**src/rtl/apb_pkg.sv**
```systemverilog
// Shared constants, FSM encoding and address helper for the APB slave memory.
package apb_pkg;

    localparam int unsigned PSEL_W     = 3;
    localparam int unsigned APB_DATA_W = 32;
    localparam int unsigned APB_ADDR_W = 32;

    localparam logic [1:0] ST_IDLE  = 2'b00;
    localparam logic [1:0] ST_WAIT  = 2'b01;
    localparam logic [1:0] ST_READY = 2'b10;

    // Byte address to word index; depth must be a power of two (<= 256).
    function automatic logic [7:0] word_index(input logic [31:0] addr,
                                              input int unsigned depth);
        return 8'((addr >> 2) & (depth - 1));
    endfunction

endpackage

```
**src/rtl/apb_slave_regfile.sv**
```systemverilog
// DEPTH x DATA_W word array: async clear, one write port, one registered read port.
module apb_slave_regfile #(
    parameter int unsigned DATA_W = 32,
    parameter int unsigned DEPTH  = 16
) (
    input  logic                       clk_i,
    input  logic                       rst_ni,
    input  logic                       we_i,
    input  logic [$clog2(DEPTH)-1:0]   waddr_i,
    input  logic [DATA_W-1:0]          wdata_i,
    input  logic                       re_i,
    input  logic                       rzero_i,
    input  logic [$clog2(DEPTH)-1:0]   raddr_i,
    output logic [DATA_W-1:0]          rdata_o
);

    logic [DATA_W-1:0] mem_q [DEPTH];
    logic [DATA_W-1:0] rdata_q;

    always_ff @(posedge clk_i or negedge rst_ni) begin
        if (!rst_ni) begin
            for (int unsigned i = 0; i < DEPTH; i++) begin
                mem_q[i] <= '0;
            end
        end else if (we_i) begin
            mem_q[waddr_i] <= wdata_i;
        end
    end

    // rzero_i lets the caller return zero for a rejected read without touching the array.
    always_ff @(posedge clk_i or negedge rst_ni) begin
        if (!rst_ni) begin
            rdata_q <= '0;
        end else if (re_i) begin
            rdata_q <= rzero_i ? '0 : mem_q[raddr_i];
        end
    end

    assign rdata_o = rdata_q;

endmodule

```
**src/rtl/apb_slave_mem.sv**
```systemverilog
// APB completer with a word-addressed register memory and fixed wait states.
// Define APB_SLAVE_RANGE_CHECK_EN to reject out-of-range addresses with pslverr.
module apb_slave_mem
    import apb_pkg::*;
#(
    parameter int unsigned DATA_W      = APB_DATA_W,
    parameter int unsigned ADDR_W      = APB_ADDR_W,
    parameter int unsigned DEPTH       = 16,
    parameter int unsigned SEL_IDX     = 0,
    parameter int unsigned WAIT_CYCLES = 0
) (
    input  logic                hclk,
    input  logic                hresetn,
    input  logic [PSEL_W-1:0]   psel,
    input  logic                penable,
    input  logic                pwrite,
    input  logic [ADDR_W-1:0]   paddr,
    input  logic [DATA_W-1:0]   pwdata,
    output logic [DATA_W-1:0]   prdata,
    output logic                pready,
    output logic                pslverr
);

    localparam int unsigned IDX_W = $clog2(DEPTH);

`ifdef APB_SLAVE_RANGE_CHECK_EN
    localparam bit RANGE_EN = 1'b1;
`else
    localparam bit RANGE_EN = 1'b0;
`endif

    logic [1:0]        state_q, state_d;
    logic [3:0]        cnt_q,   cnt_d;
    logic [IDX_W-1:0]  idx_q,   idx_d;
    logic              write_q, write_d;
    logic [DATA_W-1:0] wdata_q, wdata_d;
    logic              err_q,   err_d;

    logic              sel;
    logic              addr_err;
    logic [IDX_W-1:0]  addr_idx;
    logic              rd_en;
    logic              wr_en;
    logic              unused_psel;

    assign sel         = psel[SEL_IDX];
    assign unused_psel = ^psel;
    assign addr_idx    = IDX_W'(word_index(32'(paddr), DEPTH));
    assign addr_err    = RANGE_EN && ((paddr >> (IDX_W + 2)) != '0);

    always_comb begin
        state_d = state_q;
        cnt_d   = cnt_q;
        idx_d   = idx_q;
        write_d = write_q;
        wdata_d = wdata_q;
        err_d   = err_q;
        rd_en   = 1'b0;
        wr_en   = 1'b0;
        pready  = 1'b0;
        pslverr = 1'b0;
        case (state_q)
            ST_IDLE: begin
                if (sel && !penable) begin
                    idx_d   = addr_idx;
                    write_d = pwrite;
                    wdata_d = pwdata;
                    err_d   = addr_err;
                    rd_en   = !pwrite;
                    cnt_d   = 4'(WAIT_CYCLES);
                    state_d = (WAIT_CYCLES > 0) ? ST_WAIT : ST_READY;
                end
            end
            ST_WAIT: begin
                if (sel && penable) begin
                    cnt_d = cnt_q - 4'd1;
                    if (cnt_q == 4'd1) begin
                        state_d = ST_READY;
                    end
                end else begin
                    state_d = ST_IDLE;
                end
            end
            ST_READY: begin
                state_d = ST_IDLE;
                // A dropped strobe here aborts: no pready, no commit.
                if (sel && penable) begin
                    pready  = 1'b1;
                    pslverr = RANGE_EN && err_q;
                    wr_en   = write_q && !(RANGE_EN && err_q);
                end
            end
            default: state_d = ST_IDLE;
        endcase
    end

    always_ff @(posedge hclk or negedge hresetn) begin
        if (!hresetn) begin
            state_q <= ST_IDLE;
            cnt_q   <= '0;
            idx_q   <= '0;
            write_q <= 1'b0;
            wdata_q <= '0;
            err_q   <= 1'b0;
        end else begin
            state_q <= state_d;
            cnt_q   <= cnt_d;
            idx_q   <= idx_d;
            write_q <= write_d;
            wdata_q <= wdata_d;
            err_q   <= err_d;
        end
    end

    apb_slave_regfile #(
        .DATA_W (DATA_W),
        .DEPTH  (DEPTH)
    ) u_regfile (
        .clk_i   (hclk),
        .rst_ni  (hresetn),
        .we_i    (wr_en),
        .waddr_i (idx_q),
        .wdata_i (wdata_q),
        .re_i    (rd_en),
        .rzero_i (addr_err),
        .raddr_i (addr_idx),
        .rdata_o (prdata)
    );

endmodule

```
**config.mk**
```make
export PLATFORM = sky130hd
export DESIGN_NAME = apb_slave_mem
export DESIGN_NICKNAME = d
export VERILOG_FILES = /design/src/rtl/apb_pkg.sv /design/src/rtl/apb_slave_regfile.sv /design/src/rtl/apb_slave_mem.sv
export SDC_FILE = /design/constraint.sdc
export NUM_CORES = 1
export LEC_CHECK = 0
export BUFFER_PORTS_ARGS = -buffer_cell sky130_fd_sc_hd__buf_4
export CAP_MARGIN = 20
export CORE_MARGIN = 2
export CORE_UTILIZATION = 44
export DETAILED_ROUTE_END_ITERATION = 7
export MAX_ROUTING_LAYER = met4
export PLACE_DENSITY = 0.62
export SETUP_SLACK_MARGIN = 0.1
export SLEW_MARGIN = 30
export SYNTH_ARGS = -nofsm -noshare
export SYNTH_HDL_FRONTEND = slang
export SYNTH_SLANG_ARGS = --single-unit
export TNS_END_PERCENT = 50
```
**constraint.sdc**
```tcl
create_clock -name hclk -period 4.4 [get_ports hclk]
set_input_delay 0.88 -clock hclk [delete_from_list [all_inputs] [get_ports hclk]]
set_output_delay 0.88 -clock hclk [all_outputs]
set_load 0.05 [all_outputs]
```
==> reports/qor.txt, run 1 <==
status: complete, no violations
Mean Syn Cell Area: 16.26 um^2
H-Tree Depth: 2
Hold WS: 0.3079 ns
Die H: 246.4 um
initial antenna violation count: 0
clk slew on worst S/H paths: 0.06 ns
Final ANT Viol Nets: 0
Final Critical Period: 2.624 ns
Worst-Margin Slew: 0.9578 ns
register area share after synthesis: 56.33%
Tcrit/Tclk final: 59.65%
GRT Resource Usage Total: 21.17%
Die W: 246.4 um
CTS Buffer Depth: 3
Top Ports: 105
worst skew pair latency: 0.62 ns
Max Transition Viols Final: 0
Layout Nets: 1703
gr ovfl total: 0
setup TNS: 0 ns
share of cells above drive strength 1: 52.50%
ys flop type: dfrtp_1
critical path data required time: 4.88 ns
post-CTS setup buffers: 0
hold crit path type: in -> async
power density cells: 430.9 nW/um^2
Final HPWL DP: 32.82 mm
Post-synth ARST share: 100.0%
finished layout cell area: 29100 um^2
Synthesis Warnings: 0
vias in the first global route: 15.10k
RR Endpoint: u_regfile.mem_q[216]
Area after DPL: 27140 um^2
Rel. slew slack: 36.15%
Core Region: 57920 um^2
Post-Synthesis Cells: 1590
drt pass-1 iters: 4
synthesized flop and latch total: 582
CTS resizes: 0
EDFF count, synth: 0
fillers: 4873
total CTS buffers: 61
CTS tree: yes
Final Hold Viols: 0
Initial Util: 44.64%
unrepaired setup endpoints after global routing: no
first-pass GRT wire length: 93.92 mm
drt wl/cell: 24.70 um
Hold Buf Count CTS: 0
GRT Max-Usage Layer: met2
register area: 14560 um^2
CP startpoint kind: flip-flop
Critical R2R Launch: state_q[1]
std cell rows: 88
FMAX: 381.0 MHz
vias: 14.08k
largest net degree at the start of global routing: 94
Synth Net Count: 1661
combined area of the multi-input logic cells: 10560 um^2
Synth cell types: 28
DR DRC count: 0
Worst Skew: 0.02738 ns
die area: 60710 um^2
final wirelength: 60.33 mm
Crit Path Class: reg -> reg
Max Fanout on Critical Path: 22
TritonCTS Sinks: 582
CTS root buf: clkbuf_16
leakage: 0.01384 uW
DRT iter0 DRCs: 845
max cap viols: 0
number of port buffers: 73
final number of setup-violating endpoints: 0
Synth Cell Area: 25850 um^2
met3 Use GR: 3.453%
CP endpoint kind: flip-flop
Via density: 5.765
VDD IR max: 0.0003501 V
Worst EP arrival: 3.11 ns
ant diodes: 0
flop-to-flop setup slack: 1.78 ns
Tot Pwr: 12540 uW
placer congestion estimate: 0.7098
synth-to-layout area growth: 12.54%
GR Layer Usage met2: 32.56%
met1 Usage GRT: 29.78%
R2R depth: 4
## metal layers
layer,wire length [um],vias to the layer above
met1,28180,7709
met3,2506,98
met4,1185,0
met2,28460,240
li1,-,6037
met5,0,-
## worst max-delay path by stage
stage / startpoint / end / slack, ns / depth (start not counted)
floorplan: paddr[4] / u_regfile.rdata_o[24] / 2.10 / 5
global placement: penable / u_regfile.mem_q[199] / 1.43 / 5
detailed placement: penable / u_regfile.mem_q[199] / 1.39 / 5
CTS: state_q[1] / u_regfile.mem_q[218] / 1.79 / 4
global route: state_q[1] / u_regfile.mem_q[219] / 1.67 / 4
finish: state_q[1] / u_regfile.mem_q[216] / 1.78 / 4
## through the flow
stage	util (%)	setup WS, ns	std cells
6_report	50.24	1.776	2443
5_1_grt	50.24	1.666	2443
4_1_cts	50.24	1.790	2443
3_5_place_dp	46.86	1.395	2334
3_3_place_gp	46.86	1.427	2334
2_1_floorplan	-	2.097	1590
## critical path, stage by stage, from the launching register on
cell     delay (ns)
dfrtp_1        0.46
nand2_1        0.46
nor3_4         0.88
buf_12         0.33
mux2_2         0.37
## Yosys cell counts, drive strengths merged (4+ instances only)
cell / count / area, um^2
dfrtp: 582 / 14560
mux2: 549 / 6182
mux4: 128 / 2883
buf: 113 / 678.2
nand3: 64 / 320.3
nand2: 34 / 135.1
mux2i: 32 / 320.3
o2111ai: 32 / 280.3
clkbuf: 27 / 101.4
nor3: 12 / 170.2
nand2b: 4 / 40.04
nor4: 4 / 85.08
## cells in the final DEF, fill, tap and decap left out, drive strengths merged
master	instances
or4b	1
mux4	128
o2111ai	32
nand3	64
conb	1
clkinv	8
and3	1
mux2	549
nand2b	4
and2	1
dfrtp	582
nor4	4
nor3	12
nor2b	1
nand4	1
mux2i	32
nand4b	1
nand2	34
clkbuf	97
nor3b	1
clkinvlp	1
bufinv	1
inv	2
nor4b	1
buf	119
## sequential cells by signal, summed over array words and instances (netlist names)
name	cells
idx_q	4
u_regfile.mem_q	512
wdata_q	32
write_q	1
u_regfile.rdata_o	32
state_q	1
## final cells by class
class                           count  area share [%]
Sequential cell                   582           50.05
Multi-Input combinational cell    868           36.28
Clock buffer                       97           6.407
Timing Repair Buffer              119           3.638
Tap cell                          765           3.290
Clock inverter                     12          0.3268
## logic make-up after synthesis
kind of cell	Yosys count	synth area share, %
DFF	582	56.33
AOI/OAI and AO/OA	32	1.084
muxes	709	36.30
buffers and inverters	140	3.015
other	1	0.01450
and+or+nand+nor	126	3.252
## power by group
| group | internal [uW] | switching (uW) |
|---|---|---|
| logic | 658 | 556 |
| registers | 5830 | 473 |
| clock network | 2940 | 2080 |
| total | 9420 | 3110 |
Power figures use the tool's default switching activity.
==> run 2: changes to the inputs <==
clock period = 2.52 ns   (was 4.4 ns; I/O delays follow)
==> reports/qor.txt, run 2 (same netlist as run 1, synthesis figures left out) <==
die area: 60710 um^2
DR DRC count: 0
max reg flops: 512
Via density: 5.781
CTS Buffer Depth: 3
drt wl/cell: 24.85 um
total CTS buffers: 61
clk slew on worst S/H paths: 0.06 ns
worst skew pair latency: 0.61 ns
DRT iter0 DRCs: 733
drt pass-1 iters: 4
Initial Util: 44.64%
most common cell after layout, fill and taps aside: dfrtp_1
Hold WS: 0.1133 ns
Top Ports: 105
Worst EP arrival: 2.55 ns
unrepaired setup endpoints after global routing: no
vias in the first global route: 15.31k
most frequent cells in the layout: dfrtp_1 (582), mux2_2 (516), mux4_2 (128)
final number of setup-violating endpoints: 0
FMAX: 488.4 MHz
final wirelength: 61.27 mm
initial antenna violation count: 0
Core Region: 57920 um^2
synth-to-layout area growth: 14.59%
Final Hold Viols: 0
TritonCTS Sinks: 582
fillers: 4801
non-filler cells, final: 2465
number of port buffers: 73
Rel. slew slack: 54.79%
CTS resizes: 0
placer congestion estimate: 0.7093
max cap viols: 0
Die W: 246.4 um
GRT Resource Usage Total: 21.59%
Crit Path Class: reg -> reg
Top reg by flops: u_regfile.mem_q
final setup margin: 0.4725 ns
leakage: 0.01403 uW
hold crit path type: in -> reg
Max Transition Viols Final: 0
dpl ws: 0.2852 ns
Max Fanout on Critical Path: 16
CP startpoint kind: flip-flop
CTS tree: yes
power density cells: 745.4 nW/um^2
Final Critical Period: 2.047 ns
Layout Nets: 1725
VDD IR max: 0.0005775 V
first-pass GRT wire length: 95.46 mm
Tot Pwr: 22080 uW
Worst-Margin Slew: 0.6781 ns
setup TNS: 0 ns
Final HPWL DP: 34.35 mm
flop-to-flop setup slack: 0.47 ns
H-Tree Depth: 2
gr ovfl total: 0
CP endpoint kind: flip-flop
Tcrit/Tclk final: 81.25%
critical path data required time: 3.02 ns
Placed Cells: 2355
vias: 14.25k
std cell rows: 88
Final ANT Viol Nets: 0
share of cells above drive strength 1: 52.68%
largest net degree at the start of global routing: 92
Worst Skew: 0.01332 ns
Die H: 246.4 um
status: complete, no violations
CTS root buf: clkbuf_16
## run 2: cell count changes in the layout (fill, tap and decap cells not counted), sizes merged
cell	before	now
inv	2	1
clkbuf	97	100
dlygate4sd3	0	1
bufinv	1	3
clkinv	8	3
buf	119	140
diode	0	1
## run 2: repair_timing
item / 4_1_cts / 5_1_grt
hold buffers: 1 / 0
hold endpoints to repair: 32 / 0
setup buffers: 0 / 0
## run 2: worst max-delay path, cell delays in order (launching register included)
cell and delay, ns:
dfrtp_1 0.42, nand4b_4 0.40, nor4_4 0.33, buf_4 0.38, mux2_2 0.38
## run 2: power by group
group          internal, uW  switching (uW)
sequential            10200             820
combinational          1200             993
clock                  5250            3640
total                 16600            5460
## run 2: stage by stage
step	util, %	cell area [um^2]
CTS	51.15	29620
global placement	47.73	27650
detailed placement	47.73	27650
global route	51.15	29620
finish	51.15	29620
floorplan	-	25850
## run 2: path summary, 6_finish.rpt
kind / cells past startpoint / start / to
max in group asynchronous: 3 / hresetn / wdata_q[18]
max reg2reg: 4 / idx_q[1] / u_regfile.mem_q[489]
min reg2reg: 1 / u_regfile.mem_q[10] / u_regfile.mem_q[10]
max: 4 / idx_q[1] / u_regfile.mem_q[489]
min: 2 / pwdata[26] / wdata_q[26]
min in group asynchronous: 2 / hresetn / u_regfile.mem_q[64]
## run 2: metal layers
| layer | GRT usage [%] | wire length [um] | part of all wire (%) | vias to the layer above |
|---|---|---|---|---|
| li1 | - | - | - | 6065 |
| met1 | 29.96 | 28260 | 46 | 7842 |
| met2 | 33.99 | 29420 | 48 | 259 |
| met3 | 3.203 | 2516 | 4.1 | 85 |
| met4 | 4.660 | 1064 | 1.7 | 0 |
| met5 | - | 0 | 0 | - |
## run 2: layout make-up
type,count,area (um^2),share of cell area (%)
antenna,1,2.502,0.008447
clock inverter,8,121.4,0.4097
sequential,582,14560,49.16
multi-input combinational,868,10560,35.64
timing repair buffer,141,1577,5.322
clock buffer,100,1846,6.230
tap,765,957.2,3.231
==> run 3: changes to the inputs <==
ABC_AREA = 1   (was default)
clock period = 2.01 ns   (was 2.52 ns; I/O delays follow)
==> reports/qor.txt, run 3 <==
Initial Util: 44.39%
CP startpoint kind: flip-flop
Worst EP arrival: 2.25 ns
count leader, synth: nand2_1
TritonCTS Sinks: 582
Hold EP: wdata_q[17]
vias in the first global route: 20.81k
Critical R2R Launch: state_q[1]
H-Tree Depth: 3
Max Transition Viols Final: 0
Core Region: 57590 um^2
placer congestion estimate: 0.7818
post-synth top area share: 56.97%
met1 Usage GRT: 34.18%
CTS root buf: clkbuf_16
synthesized flop and latch total: 582
Top reg by flops: u_regfile.mem_q
dpl ws: 0.09716 ns
initial antenna violation count: 0
EDFF count, synth: 0
Synth top cells by count: nand2_1 (1317), dfrtp_1 (582), o21ai_0 (531)
GR Layer Usage met2: 40.81%
GRT Max-Usage Layer: met2
vias: 21.50k
RR Endpoint: u_regfile.mem_q[101]
Post-Synthesis Cells: 3154
Rel. slew slack: 61.61%
setup TNS: 0 ns
CP endpoint kind: flip-flop
Worst-Margin Slew: 0.5752 ns
die area: 60040 um^2
combined area of the multi-input logic cells: 9857 um^2
power density cells: 971.3 nW/um^2
status: complete, no violations
Synth Net Count: 3225
Max Fanout on Critical Path: 54
WHS Path Cells: 3
synth-to-layout area growth: 16.34%
CP cell instances: nand2_1 -> nor2_4 -> nand2_2 -> nor3_4 -> nand3_2 -> buf_12 -> nand2_1 -> o21ai_0
critical path data required time: 2.46 ns
first-pass GRT wire length: 116.9 mm
final setup margin: 0.2097 ns
gr ovfl total: 0
ant diodes: 0
Synth cell types: 19
Tcrit/Tclk final: 89.57%
drt pass-1 iters: 5
most frequent cells in the layout: nand2_1 (1317), dfrtp_1 (582), o21ai_0 (531)
worst skew pair latency: 0.60 ns
share of cells above drive strength 1: 8.954%
Final Hold Viols: 0
flop-to-flop setup slack: 0.21 ns
Final ANT Viol Nets: 0
most common cell after layout, fill and taps aside: nand2_1
GRT Resource Usage Total: 25.52%
top cells by area, synth: dfrtp_1 (57%), nand2_1 (19%), o21ai_0 (10%)
Final Critical Period: 1.800 ns
drt wl/cell: 18.33 um
Post-synth ARST share: 100.0%
Yosys top cell by area: dfrtp_1
fillers: 5307
Mean Syn Cell Area: 8.105 um^2
post-CTS setup buffers: 0
Die H: 245.0 um
Layout Nets: 3220
register area: 14560 um^2
Crit Path Class: reg -> reg
CTS tree: yes
hold crit path type: in -> reg
number of port buffers: 73
register area share after synthesis: 56.97%
total CTS buffers: 66
Final HPWL DP: 39.74 mm
max reg flops: 512
R2R depth: 8
met3 Use GR: 3.083%
final wirelength: 72.57 mm
std cell rows: 88
cell mode on critical path: nand2_1
Via density: 5.431
Synthesis Warnings: 0
Top Ports: 105
worst hold path startpoint: pwdata[17]
Worst Skew: 0.01794 ns
DRT iter0 DRCs: 2205
ys flop type: dfrtp_1
largest net degree at the start of global routing: 69
final number of setup-violating endpoints: 0
max cap viols: 0
VDD IR max: 0.0005437 V
CP peak stage delay: 0.36 ns
DR DRC count: 0
Synth Cell Area: 25560 um^2
unrepaired setup endpoints after global routing: no
CTS Buffer Depth: 3
FMAX: 555.5 MHz
crit path max-delay cell type: dfrtp_1
leakage: 0.01379 uW
clk slew on worst S/H paths: 0.06 ns
Die W: 245.0 um
[run 3: worst max path at each step]
stage                                       to  cells after the start        from  slack [ns]
final                     u_regfile.mem_q[101]                      8  state_q[1]        0.21
after global routing      u_regfile.mem_q[103]                      8  state_q[1]        0.11
after CTS                               pready                      3  state_q[1]        0.17
after detailed placement   u_regfile.mem_q[66]                      9     penable         0.1
after global placement    u_regfile.mem_q[113]                      9     penable        0.13
after floorplan            u_regfile.mem_q[40]                      8     psel[0]        0.14
[run 3: through the flow]
| step | hold slack, ns | instance area (um^2) | total power, uW | utilization, % | instances |
|---|---|---|---|---|---|
| 2_1_floorplan | 0.1064 | 25570 | 15740 | - | 3154 |
| 3_3_place_gp | 0.3022 | 27450 | 17000 | 47.66 | 3832 |
| 3_5_place_dp | 0.3085 | 27450 | 17130 | 47.66 | 3832 |
| 4_1_cts | 0.00009315 | 29740 | 29180 | 51.64 | 3959 |
| 5_1_grt | 0.01083 | 29740 | 30280 | 51.64 | 3959 |
| 6_report | 0.02719 | 29740 | 28890 | 51.64 | 3959 |
[run 3: cell type report]
cell class              instances  area share [%]
flip-flops and latches        582           48.97
multi-input cells            2279           33.14
repair buffers                177           6.862
clock buffers                  99           6.622
well taps                     765           3.218
clock inverters                14          0.6142
inverters                      43          0.5680
[run 3: worst max-delay path, delay by kind of cell (launching register included)]
family          cells  cell delay (ns)
simple gates        6             0.92
compound gates      1             0.08
buf+inv             1             0.24
flops               1             0.36
[run 3: repair_timing]
item	4_1_cts	5_1_grt
gates resized for setup	0	0
hold buffers	14	0
setup endpoints to repair	0	0
endpoints found under the hold margin	42	0
[run 3: logic make-up after synthesis]
family / synth area share, %
compound gates: 10.73
buf+inv: 4.537
flops: 56.97
other cells: 0.01467
simple gates: 27.75
[run 3: routing by layer]
| layer | vias up | wire length, um | share of wire (%) |
|---|---|---|---|
| met5 | - | 0 | 0 |
| met4 | 0 | 1661 | 2.3 |
| met3 | 114 | 4382 | 6.0 |
| met2 | 744 | 34260 | 47 |
| met1 | 10440 | 32270 | 44 |
| li1 | 10200 | - | - |
[run 3: power breakdown]
part           switching, uW  leakage, uW  total, uW  internal, uW
clock network           4690      0.00105      11900          7260
registers                564      0.00797      13400         12800
logic                   2450      0.00477       3580          1140
